<file path="src/rtl/reg_enc_pkg.sv">
// Shared constants and types for the 32-to-5 sequential register index encoder.
package reg_enc_pkg;

    localparam int NUM_REGS = 32;
    localparam int IDX_W    = 5;

    typedef enum logic {
        IDLE = 1'b0,
        BUSY = 1'b1
    } reg_enc_state_t;

endpackage

</file>
<file path="src/rtl/find_first32.sv">
// Combinational find-first-set over 32 bits, searching upward from i_start
// and wrapping 31 -> 0. With i_start = 0 this is plain lowest-index priority.
module find_first32
    import reg_enc_pkg::*;
(
    input  logic [NUM_REGS-1:0] i_vec,
    input  logic [IDX_W-1:0]    i_start,
    output logic [IDX_W-1:0]    o_idx,
    output logic                o_found
);

    logic [NUM_REGS-1:0] w_rot;
    logic [IDX_W-1:0]    w_off;

    // Rotate so that bit i_start lands at position 0; 5-bit index add wraps mod 32.
    always_comb begin
        w_rot = '0;
        for (int i = 0; i < NUM_REGS; i++) begin
            w_rot[i] = i_vec[IDX_W'(i) + i_start];
        end
    end

    // Lowest set bit of the rotated vector; the downward scan leaves the lowest hit last.
    always_comb begin
        w_off   = '0;
        o_found = 1'b0;
        for (int i = NUM_REGS - 1; i >= 0; i--) begin
            if (w_rot[i]) begin
                w_off   = IDX_W'(i);
                o_found = 1'b1;
            end
        end
    end

    assign o_idx = w_off + i_start;

endmodule

</file>
<file path="src/rtl/reg_index_encoder32.sv">
// Sequential 32-to-5 index encoder: captures a register request vector and
// serialises it as one 5-bit index per valid/ready handshake.
// Optional feature macro: REG_ENC_ROUND_ROBIN_EN (round-robin search pointer).
//
// state | meaning
// IDLE  | pending set empty, out_valid low, waiting for load
// BUSY  | pending set non-empty, out_idx presents the selected index
module reg_index_encoder32
    import reg_enc_pkg::*;
(
    input  logic                clk,
    input  logic                reset,
    input  logic                load,
    input  logic [NUM_REGS-1:0] req,
    input  logic                out_ready,
    output logic                out_valid,
    output logic [IDX_W-1:0]    out_idx,
    output logic                busy,
    output logic                done
);

    reg_enc_state_t      r_state;
    logic [NUM_REGS-1:0] r_pending;
    logic [IDX_W-1:0]    r_ptr;
    logic                r_done;

    logic [IDX_W-1:0]    w_sel_idx;
    logic                w_found;
    logic                w_grant;
    logic [NUM_REGS-1:0] w_clr_mask;
    logic [NUM_REGS-1:0] w_next_pending;

    // In fixed-priority builds r_ptr never leaves 0, so the search start is effectively tied low.
    find_first32 u_find (
        .i_vec   (r_pending),
        .i_start (r_ptr),
        .o_idx   (w_sel_idx),
        .o_found (w_found)
    );

    assign busy      = (r_state == BUSY);
    assign out_valid = busy && w_found;
    assign out_idx   = out_valid ? w_sel_idx : '0;
    assign done      = r_done;
    assign w_grant   = out_valid && out_ready;

    // Clear the granted bit first, then OR in the load so a re-requested bit survives.
    always_comb begin
        w_clr_mask = '0;
        if (w_grant) begin
            w_clr_mask = NUM_REGS'(1) << w_sel_idx;
        end
        w_next_pending = r_pending & ~w_clr_mask;
        if (load) begin
            w_next_pending = w_next_pending | req;
        end
    end

    // Pending set, FSM state and the registered done pulse.
    always_ff @(posedge clk or negedge reset) begin
        if (!reset) begin
            r_pending <= '0;
            r_state   <= IDLE;
            r_done    <= 1'b0;
        end else begin
            r_pending <= w_next_pending;
            r_state   <= (w_next_pending != '0) ? BUSY : IDLE;
            r_done    <= (w_next_pending == '0) && (busy || load);
        end
    end

    // Search pointer: advances past each granted index, persists across loads.
    always_ff @(posedge clk or negedge reset) begin
        if (!reset) begin
            r_ptr <= '0;
        end else begin
`ifdef REG_ENC_ROUND_ROBIN_EN
            if (w_grant) begin
                r_ptr <= w_sel_idx + IDX_W'(1);
            end
`else
            r_ptr <= '0;
`endif
        end
    end

endmodule

</file>
<file path="config.mk">
export PLATFORM = sky130hd
export DESIGN_NAME = reg_index_encoder32
export DESIGN_NICKNAME = d
export VERILOG_FILES = /design/src/rtl/reg_enc_pkg.sv /design/src/rtl/find_first32.sv /design/src/rtl/reg_index_encoder32.sv
export SDC_FILE = /design/constraint.sdc
export NUM_CORES = 1
export LEC_CHECK = 0
export CAP_MARGIN = 20
export CELL_PAD_IN_SITES_DETAIL_PLACEMENT = 2
export CELL_PAD_IN_SITES_GLOBAL_PLACEMENT = 2
export CORE_MARGIN = 4
export CORE_UTILIZATION = 33
export CTS_CLUSTER_SIZE = 24
export DETAILED_ROUTE_END_ITERATION = 12
export GPL_TIMING_DRIVEN = 0
export HOLD_SLACK_MARGIN = 0.02
export PLACE_DENSITY_LB_ADDON = 0.1
export SLEW_MARGIN = 40
export SYNTH_ARGS = -nofsm -noshare
export SYNTH_HDL_FRONTEND = slang
export SYNTH_SLANG_ARGS = --single-unit
</file>
<file path="constraint.sdc">
create_clock -name clk -period 5 [get_ports clk]
set_clock_uncertainty 0.15 [all_clocks]
set_input_delay 1 -clock clk [delete_from_list [all_inputs] [get_ports clk]]
set_output_delay 1 -clock clk [all_outputs]
set_load 0.01 [all_outputs]
</file>
# Word-level counts from Yosys, hierarchy flattened
# Index checks and enable logic that the tools add are counted.
# W data, S select, Z words.
dict set report word_totals {
  register_bits 34
  wordCells 81
}
dict set report classes {
  shifts 1
  mux 68
  n_bitwise 3
  n_reduce_logical 6
}
# op count
set op_table {}
lappend op_table {{$mux W5} 33}
lappend op_table {{$mux W32} 2}
lappend op_table {{$mux W1} 33}
lappend op_table {{$and A32 B32 Y32} 1}
lappend op_table {{$logic_not A32 Y1} 1}
lappend op_table {{$not A32 Y32} 1}
lappend op_table {{$or A32 B32 Y32} 1}
lappend op_table {{$reduce_bool A32 Y1} 1}
lappend op_table {{$shl A1 B5 Y32 const A} 1}
lappend op_table {{$logic_and A1 B1 Y1} 3}
lappend op_table {{$logic_or A1 B1 Y1} 1}

# Logic depth before layout (Yosys ltp)
# Gate-level depths: netlist of the first run.
dict set report logic_depth {
  depth_word 41
  depth_mapped 12
  ltp_nobuf 10
}

# Cells and area by module
# A second synthesis of the first run with hierarchy kept.
dict set report hier_totals {
  cells_unflattened 496
  hier_area_um2 5086.1
}
# module n_inst cells_each area_each_um2 seq_area_each_um2
set by_module_without_submodules {}
lappend by_module_without_submodules {find_first32 1 322 3442.1 0.0}
lappend by_module_without_submodules {reg_index_encoder32 1 174 1644.1 850.8}

# Worst setup path after synthesis of the first run
# Ideal clock, no wire load.
dict set report synth_path {
  path_type {input to register}
  start {in req[15]}
  end {reg r_state (netlist: busy)}
  arrival_ns 2.946
  required_time_ns 4.719
  path_slack_ns 1.773
  cell_stages 10
  path_buffers 0
  path_cell_list {nor4_1 > nand4_1 > o41ai_1 > o21ai_1 > a31oi_1 > nand3_1 > or4b_1 > nor4_2 > nand4_1 > or3_1}
}
dict set report synth_via {
  elab_chain_cells 4
}
# item line_no
set synth_lines {}
lappend synth_lines {{from (decl)} reg_index_encoder32.sv:14} ;# input logic [NUM_REGS-1:0] req,
lappend synth_lines {{$or A32 B32 Y32} reg_index_encoder32.sv:55} ;# w_next_pending = w_next_pending | req;
lappend synth_lines {{$mux W32} reg_index_encoder32.sv:54} ;# if (load) begin
lappend synth_lines {{$reduce_bool A32 Y1} reg_index_encoder32.sv:67} ;# r_state <= (w_next_pending != '0) ? BUSY : IDLE;
lappend synth_lines {{$mux W1} reg_index_encoder32.sv:67}
lappend synth_lines {{to (signal assigned)} reg_index_encoder32.sv:67}
lappend synth_lines {{to (decl)} reg_index_encoder32.sv:22} ;# reg_enc_state_t r_state;
# No other way between the ends.

# Worst setup path in the final report of the first run
dict set report layout_path {
  start {reg r_pending[8]}
  end {out out_idx[0]}
}
dict set report layout_via {
  elab_chain_cells 11
  elab_cells_between_ends 20
  classes_between {mux (19); reduce/logical (1)}
}
# item line_no
set layout_lines {}
lappend layout_lines {{from (decl)} reg_index_encoder32.sv:23} ;# logic [NUM_REGS-1:0] r_pending;
lappend layout_lines {{from (signal assigned)} reg_index_encoder32.sv:66} ;# r_pending <= w_next_pending;
lappend layout_lines {{$mux W1 (9 in a row)} find_first32.sv:28} ;# if (w_rot[i]) begin
lappend layout_lines {{$logic_and A1 B1 Y1} reg_index_encoder32.sv:42} ;# assign out_valid = busy && w_found;
lappend layout_lines {{$mux W5 *} reg_index_encoder32.sv:43} ;# assign out_idx = out_valid ? w_sel_idx : '0;
lappend layout_lines {{to (decl)} reg_index_encoder32.sv:17} ;# output logic [IDX_W-1:0] out_idx,
# Every way passes the cells marked *; elsewhere a longest branch is shown, timed or not.

==> results.py, run 1 <==
metrics = {
    "global_route": {
        "grt_overflow": 0,
        "grt_max_degree": 24,
        "antenna_found_initial": 0,
        "grt_first_pass_wirelength_mm": 14.45,
        "grtUsageTotal_pct": 23.08,
        "grt_pass1_vias": 2565,
    },
    "logic_synthesis": {
        "avgSynthCellArea_um2": 8.312,
        "ys_types": 51,
        "synthFlopType": "dfrtp_1",
        "ys_ff_latch": 34,
        "synthArstFlopShare_pct": 100.0,
        "synth_nets": 302,
        "synth_seq_area_share_pct": 38.48,
        "synthesis.area_mm2": 0.002211,
        "yosysWarnings": 0,
        "synth_edf_count": 0,
        "synth_cells": 266,
    },
    "floorplanning": {
        "coreArea_mm2": 0.006422,
        "fp-row-count": 29,
        "start_util_pct": 34.42,
        "fp.dieW_um": 89.85,
        "design.die.area_mm2": 0.008073,
        "ios": 44,
        "die_h_um": 89.85,
    },
    "critical_path": {
        "crit_required_ns": 3.85,
        "critical_path_class": "flip-flop to output port",
        "cp-end-kind": "output port",
        "worstPathArrival_ns": 3.22,
        "cp_max_fo": 8,
        "startpoint_type": "flip-flop",
    },
    "drt": {
        "drtIter0Drc": 107,
        "drc": 0,
        "drtPass1Iterations": 4,
        "antenna_left": 0,
        "avgRoutedWirePerCell_um": 23.52,
        "viasPerCell": 6.074,
        "wirelength_mm": 9.265,
        "vias": 2393,
    },
    "power_and_ir_drop": {
        "p_leak_nw": 1.005,
        "ir_worst_vdd_v": 0.00009770,
        "power_density_mw_per_mm2": 219.6,
        "power_mw": 0.6259,
    },
    "place": {
        "portBuffers": 42,
        "dp_hpwl_mm": 7.416,
        "gp_congestion": 0.8989,
        "dp_cells": 386,
    },
    "sta": {
        "period_needed_ns": 4.367,
        "slew_headroom_pct": 51.40,
        "timing.final.crit_share_pct": 87.33,
        "finalHoldViolations": 0,
        "rsz0062_at_grt": "false",
        "tns_ns": 0,
        "slew_violations": 0,
        "setup_viol": 0,
        "max_freq_ghz": 0.2290,
        "worst_slew_pin_slew_ns": 0.7242,
    },
    "job": {
        "maxCapViolCount": 0,
    },
    "cts": {
        "postCtsHoldBufs": 0,
        "clock-sinks": 34,
        "clk_latency_ns": 0.30,
        "cts_buffers": 5,
        "cts_setup_buffers": 0,
        "cts_root_buffer": "clkbuf_8",
        "h-tree-depth": 2,
        "cts_resized": 0,
        "clock_path_buffers": 2,
        "cts_tree": "yes",
        "clk_pin_slew_ns": 0.08,
    },
    "finish": {
        "fin_cells": 394,
        "antenna_cells": 0,
        "area_delta_synth_final_pct": 28.92,
        "fin_nets": 352,
        "drive_gt1_share_pct": 8.202,
    },
    "outcome": {
        "outcome": "complete, no violations",
    },
    "min_path": {
        "hold_path.class": "input port to async pin",
    },
}
worst paths after layout:
kind / from / to / slack, ns / cells past startpoint
worst max-delay path: r_pending[8] / out_idx[0] / 0.63 / 9
worst min-delay path: reset / r_pending[25] / 0.45 / 1
worst max register to register: r_pending[19] / busy / 0.68 / 11
worst min register to register: r_pending[29] / r_pending[29] / 0.45 / 2
max in group asynchronous: reset / r_pending[7] / 3.82 / 2
min in group clk: r_pending[29] / r_pending[29] / 0.45 / 2
synth_stat cells, drive strengths merged (4+ instances only):
cell | instances | share of area [%]
nor2 | 24 | 4.1
a21oi | 10 | 2.3
o31ai | 11 | 3.7
or4 | 4 | 1.5
nor3 | 9 | 2.5
nand2 | 63 | 11
nand4 | 6 | 2.0
nand2b | 5 | 1.8
inv | 8 | 1.4
o41ai | 5 | 2.0
a22o | 9 | 3.6
nor4 | 13 | 5.8
clkbuf | 5 | 0.85
nand3 | 7 | 1.6
o21ai | 13 | 2.9
or3 | 7 | 2.0
dfrtp | 34 | 38
logic make-up after synthesis:
kind of cell / share of synthesized area [%]
AND/OR/NAND/NOR: 35.26
flip-flops: 38.48
buffers and inverters: 2.943
AO/OA/AOI/OAI: 23.32
final cells by class:
cell class / count / area, um2
clock inverters: 2 / 12.51
fillers: 736 / 3572
repair buffers: 43 / 442.9
inverters: 8 / 30.03
multi-input cells: 217 / 1300
well taps: 77 / 96.34
flip-flops and latches: 34 / 850.8
plain buffers: 7 / 35.03
clock buffers: 6 / 82.58
layout by cell type (no fill, tap or decap), drive strengths merged, types with 2 or more instances in the layout:
master | Yosys | layout
a21boi | 2 | 2
a21o | 2 | 2
a21oi | 10 | 10
a221oi | 2 | 2
a22o | 9 | 9
a31oi | 2 | 2
and2 | 2 | 2
and4b | 2 | 2
buf | 2 | 4
clkbuf | 5 | 11
clkdlybuf4s50 | 0 | 41
dfrtp | 34 | 34
inv | 8 | 8
nand2 | 63 | 63
nand2b | 5 | 5
nand3 | 7 | 7
nand4 | 6 | 6
nor2 | 24 | 24
nor2b | 2 | 2
nor3 | 9 | 9
nor4 | 13 | 13
o21a | 2 | 2
o21ai | 13 | 13
o21bai | 2 | 2
o31ai | 11 | 11
o41ai | 5 | 5
or3 | 7 | 7
or4 | 4 | 4
per-layer routing:
metal	track usage, %	vias up	share of wire (%)	wire [um]
li1	-	1093	-	-
met1	31.11	1223	46	4303
met2	38.53	64	48	4470
met3	3.589	13	3.8	353
met4	6.378	0	1.5	138
met5	0	-	0	0
power breakdown:
part | leakage (nW) | total (mW) | switching, mW | internal (mW)
registers | 0.312 | 0.288 | 0.00874 | 0.280
clock network | 0.0472 | 0.228 | 0.117 | 0.111
logic | 0.646 | 0.109 | 0.0613 | 0.0480
total | 1.00 | 0.626 | 0.187 | 0.438
stage by stage:
stage | hold slack [ns] | instance area, um2 | worst slack [ns] | utilization, %
after detailed placement | 0.4371 | 2755 | 0.4800 | 42.90
after global routing | 0.4652 | 2850 | 0.4158 | 44.38
after CTS | 0.4543 | 2850 | 0.6683 | 44.38
final | 0.4466 | 2850 | 0.6335 | 44.38
after global placement | 0.4358 | 2728 | 0.4306 | 42.47
after floorplan | 0.3608 | 2211 | 1.773 | -
registers in the layout, summed over array words and instances (netlist names):
| signal | cells |
|---|---|
| busy | 1 |
| done | 1 |
| r_pending | 32 |
critical path, cell delays in order, from the launching register on:
cell and delay, ns:
dfrtp_1 0.34, buf_2 0.22, nor3b_1 0.09, nor3_1 0.41
a2bb2oi_1 0.34, a21oi_1 0.20, nor3_2 0.60, nand2b_1 0.19
nor2_1 0.04, clkdlybuf4s50_1 0.49
Note: power is estimated with default switching activity, not from simulation.
==> inputs of run 2 (changes only) <==
RECOVER_POWER = 25   (was not set)
==> results.py, run 2 (synthesized netlist as in run 1, its figures left out) <==
metrics = {
    "cts": {
        "cts_resized": 0,
        "clock-sinks": 34,
        "clk_pin_slew_ns": 0.08,
        "postCtsHoldBufs": 0,
        "cts_tree": "yes",
        "clock_path_buffers": 2,
        "cts_buffers": 5,
        "clk_latency_ns": 0.30,
        "cts_root_buffer": "clkbuf_8",
        "cts_setup_buffers": 0,
        "h-tree-depth": 2,
    },
    "floorplanning": {
        "fp.dieW_um": 89.85,
        "start_util_pct": 34.42,
        "die_h_um": 89.85,
        "design.die.area_mm2": 0.008073,
        "ios": 44,
        "fp-row-count": 29,
        "coreArea_mm2": 0.006422,
    },
    "min_path": {
        "whs_path_depth": 2,
        "worstHoldStart": "r_pending[29]",
        "min_to": "r_pending[29]",
        "hold_path.class": "flip-flop to flip-flop",
    },
    "finish": {
        "drive_gt1_share_pct": 7.571,
        "final_common_cell": "nand2_1",
        "largest_reg_flops": 32,
        "antenna_cells": 0,
        "layout_common_cells": "62 x nand2_1, 41 x clkdlybuf4s50_1, 34 x dfrtp_1",
        "fin_nets": 352,
        "area_delta_synth_final_pct": 27.79,
        "regMostFlops": "r_pending",
        "finalInstanceArea_mm2": 0.002825,
        "post-route-util_pct": 43.99,
    },
    "sta": {
        "timing.final.crit_share_pct": 87.21,
        "tns_ns": 0,
        "slew_violations": 0,
        "worst_slew_pin_slew_ns": 1.263,
        "period_needed_ns": 4.361,
        "holdWs_ns": 0.4538,
        "slew_headroom_pct": 15.81,
        "setup_viol": 0,
        "rsz0062_at_grt": "false",
        "max_freq_ghz": 0.2293,
        "finalHoldViolations": 0,
    },
    "drt": {
        "drtPass1Iterations": 4,
        "drtIter0Drc": 111,
        "avgRoutedWirePerCell_um": 23.43,
        "vias": 2358,
        "antenna_left": 0,
        "wirelength_mm": 9.233,
        "drc": 0,
        "viasPerCell": 5.985,
    },
    "power_and_ir_drop": {
        "power_mw": 0.6237,
        "ir_worst_vdd_v": 0.00009866,
        "p_leak_nw": 0.9907,
        "power_density_mw_per_mm2": 220.8,
    },
    "critical_path": {
        "crit_path_max_incr_delay_ns": 0.61,
        "crit_required_ns": 3.85,
        "timing.rr.start": "r_pending[19]",
        "cp-end-kind": "output port",
        "r2r_end": "busy",
        "worstPathArrival_ns": 3.21,
        "reg2regPathDepth": 11,
        "cp_slowest_cell": "nor3_2",
        "cp_cell_sequence": "buf_2 -> nor3b_1 -> nor3_1 -> a2bb2oi_1 -> a21oi_1 -> nor3_2 -> nand2b_1 -> nor2_1 -> clkdlybuf4s50_1",
        "cp_max_fo": 8,
        "critical_path_class": "flip-flop to output port",
        "crit_buf_inv": 2,
        "crit_family": "simple AND/OR/NAND/NOR gates",
        "startpoint_type": "flip-flop",
        "reg2reg_slack_ns": 0.72,
    },
    "global_route": {
        "grt_max_degree": 24,
        "grtUsageTotal_pct": 23.08,
        "grt_overflow": 0,
        "grt_pass1_vias": 2565,
        "grt_first_pass_wirelength_mm": 14.45,
        "antenna_found_initial": 0,
    },
    "place": {
        "dpl_cell_area_mm2": 0.002755,
        "portBuffers": 42,
        "gp_congestion": 0.8989,
        "dp_hpwl_mm": 7.416,
    },
    "job": {
        "maxCapViolCount": 0,
    },
    "outcome": {
        "outcome": "complete, no violations",
    },
}
-- run 2: per-stage QoR --
step                      setup slack [ns]  instances
final                               0.6395        394
after global routing                0.4158        394
after CTS                           0.6683        394
after detailed placement            0.4800        386
after global placement              0.4306        385
after floorplan                      1.773        266
-- run 2: how the worst max path moves through the flow --
stage,endpoint,from,depth (start not counted)
after global placement,busy,req[0],11
after detailed placement,busy,req[15],11
final,out_idx[0],r_pending[8],9
after floorplan,busy,req[15],10
after global routing,out_idx[0],r_pending[8],9
after CTS,out_idx[0],r_pending[8],9
-- run 2: cell type report --
| cell class | instances | area (um2) |
|---|---|---|
| fill | 738 | 3597 |
| multi-input combinational | 217 | 1300 |
| sequential | 34 | 850.8 |
| timing repair buffer | 43 | 417.9 |
| tap | 77 | 96.34 |
| clock buffer | 6 | 82.58 |
| buffer | 7 | 35.03 |
| inverter | 8 | 30.03 |
| clock inverter | 2 | 12.51 |
-- run 2: routing by layer --
metal	GRT usage (%)	vias to the layer above	part of all wire [%]
met4	6.378	0	1.3
met1	31.11	1189	46
met5	0	-	0
li1	-	1090	-
met3	3.589	10	4.6
met2	38.53	69	48
-- run 2: worst min-delay path, stage by stage (launching register included) --
cell,delay (ns)
dfrtp_1,0.42
o31ai_1,0.08
nand2_1,0.07
-- run 2: where the power goes --
group	internal [mW]	switching, mW	total, mW
Sequential	0.280	0.00867	0.288
Combinational	0.0459	0.0608	0.107
Clock	0.111	0.118	0.229
Total	0.436	0.187	0.624
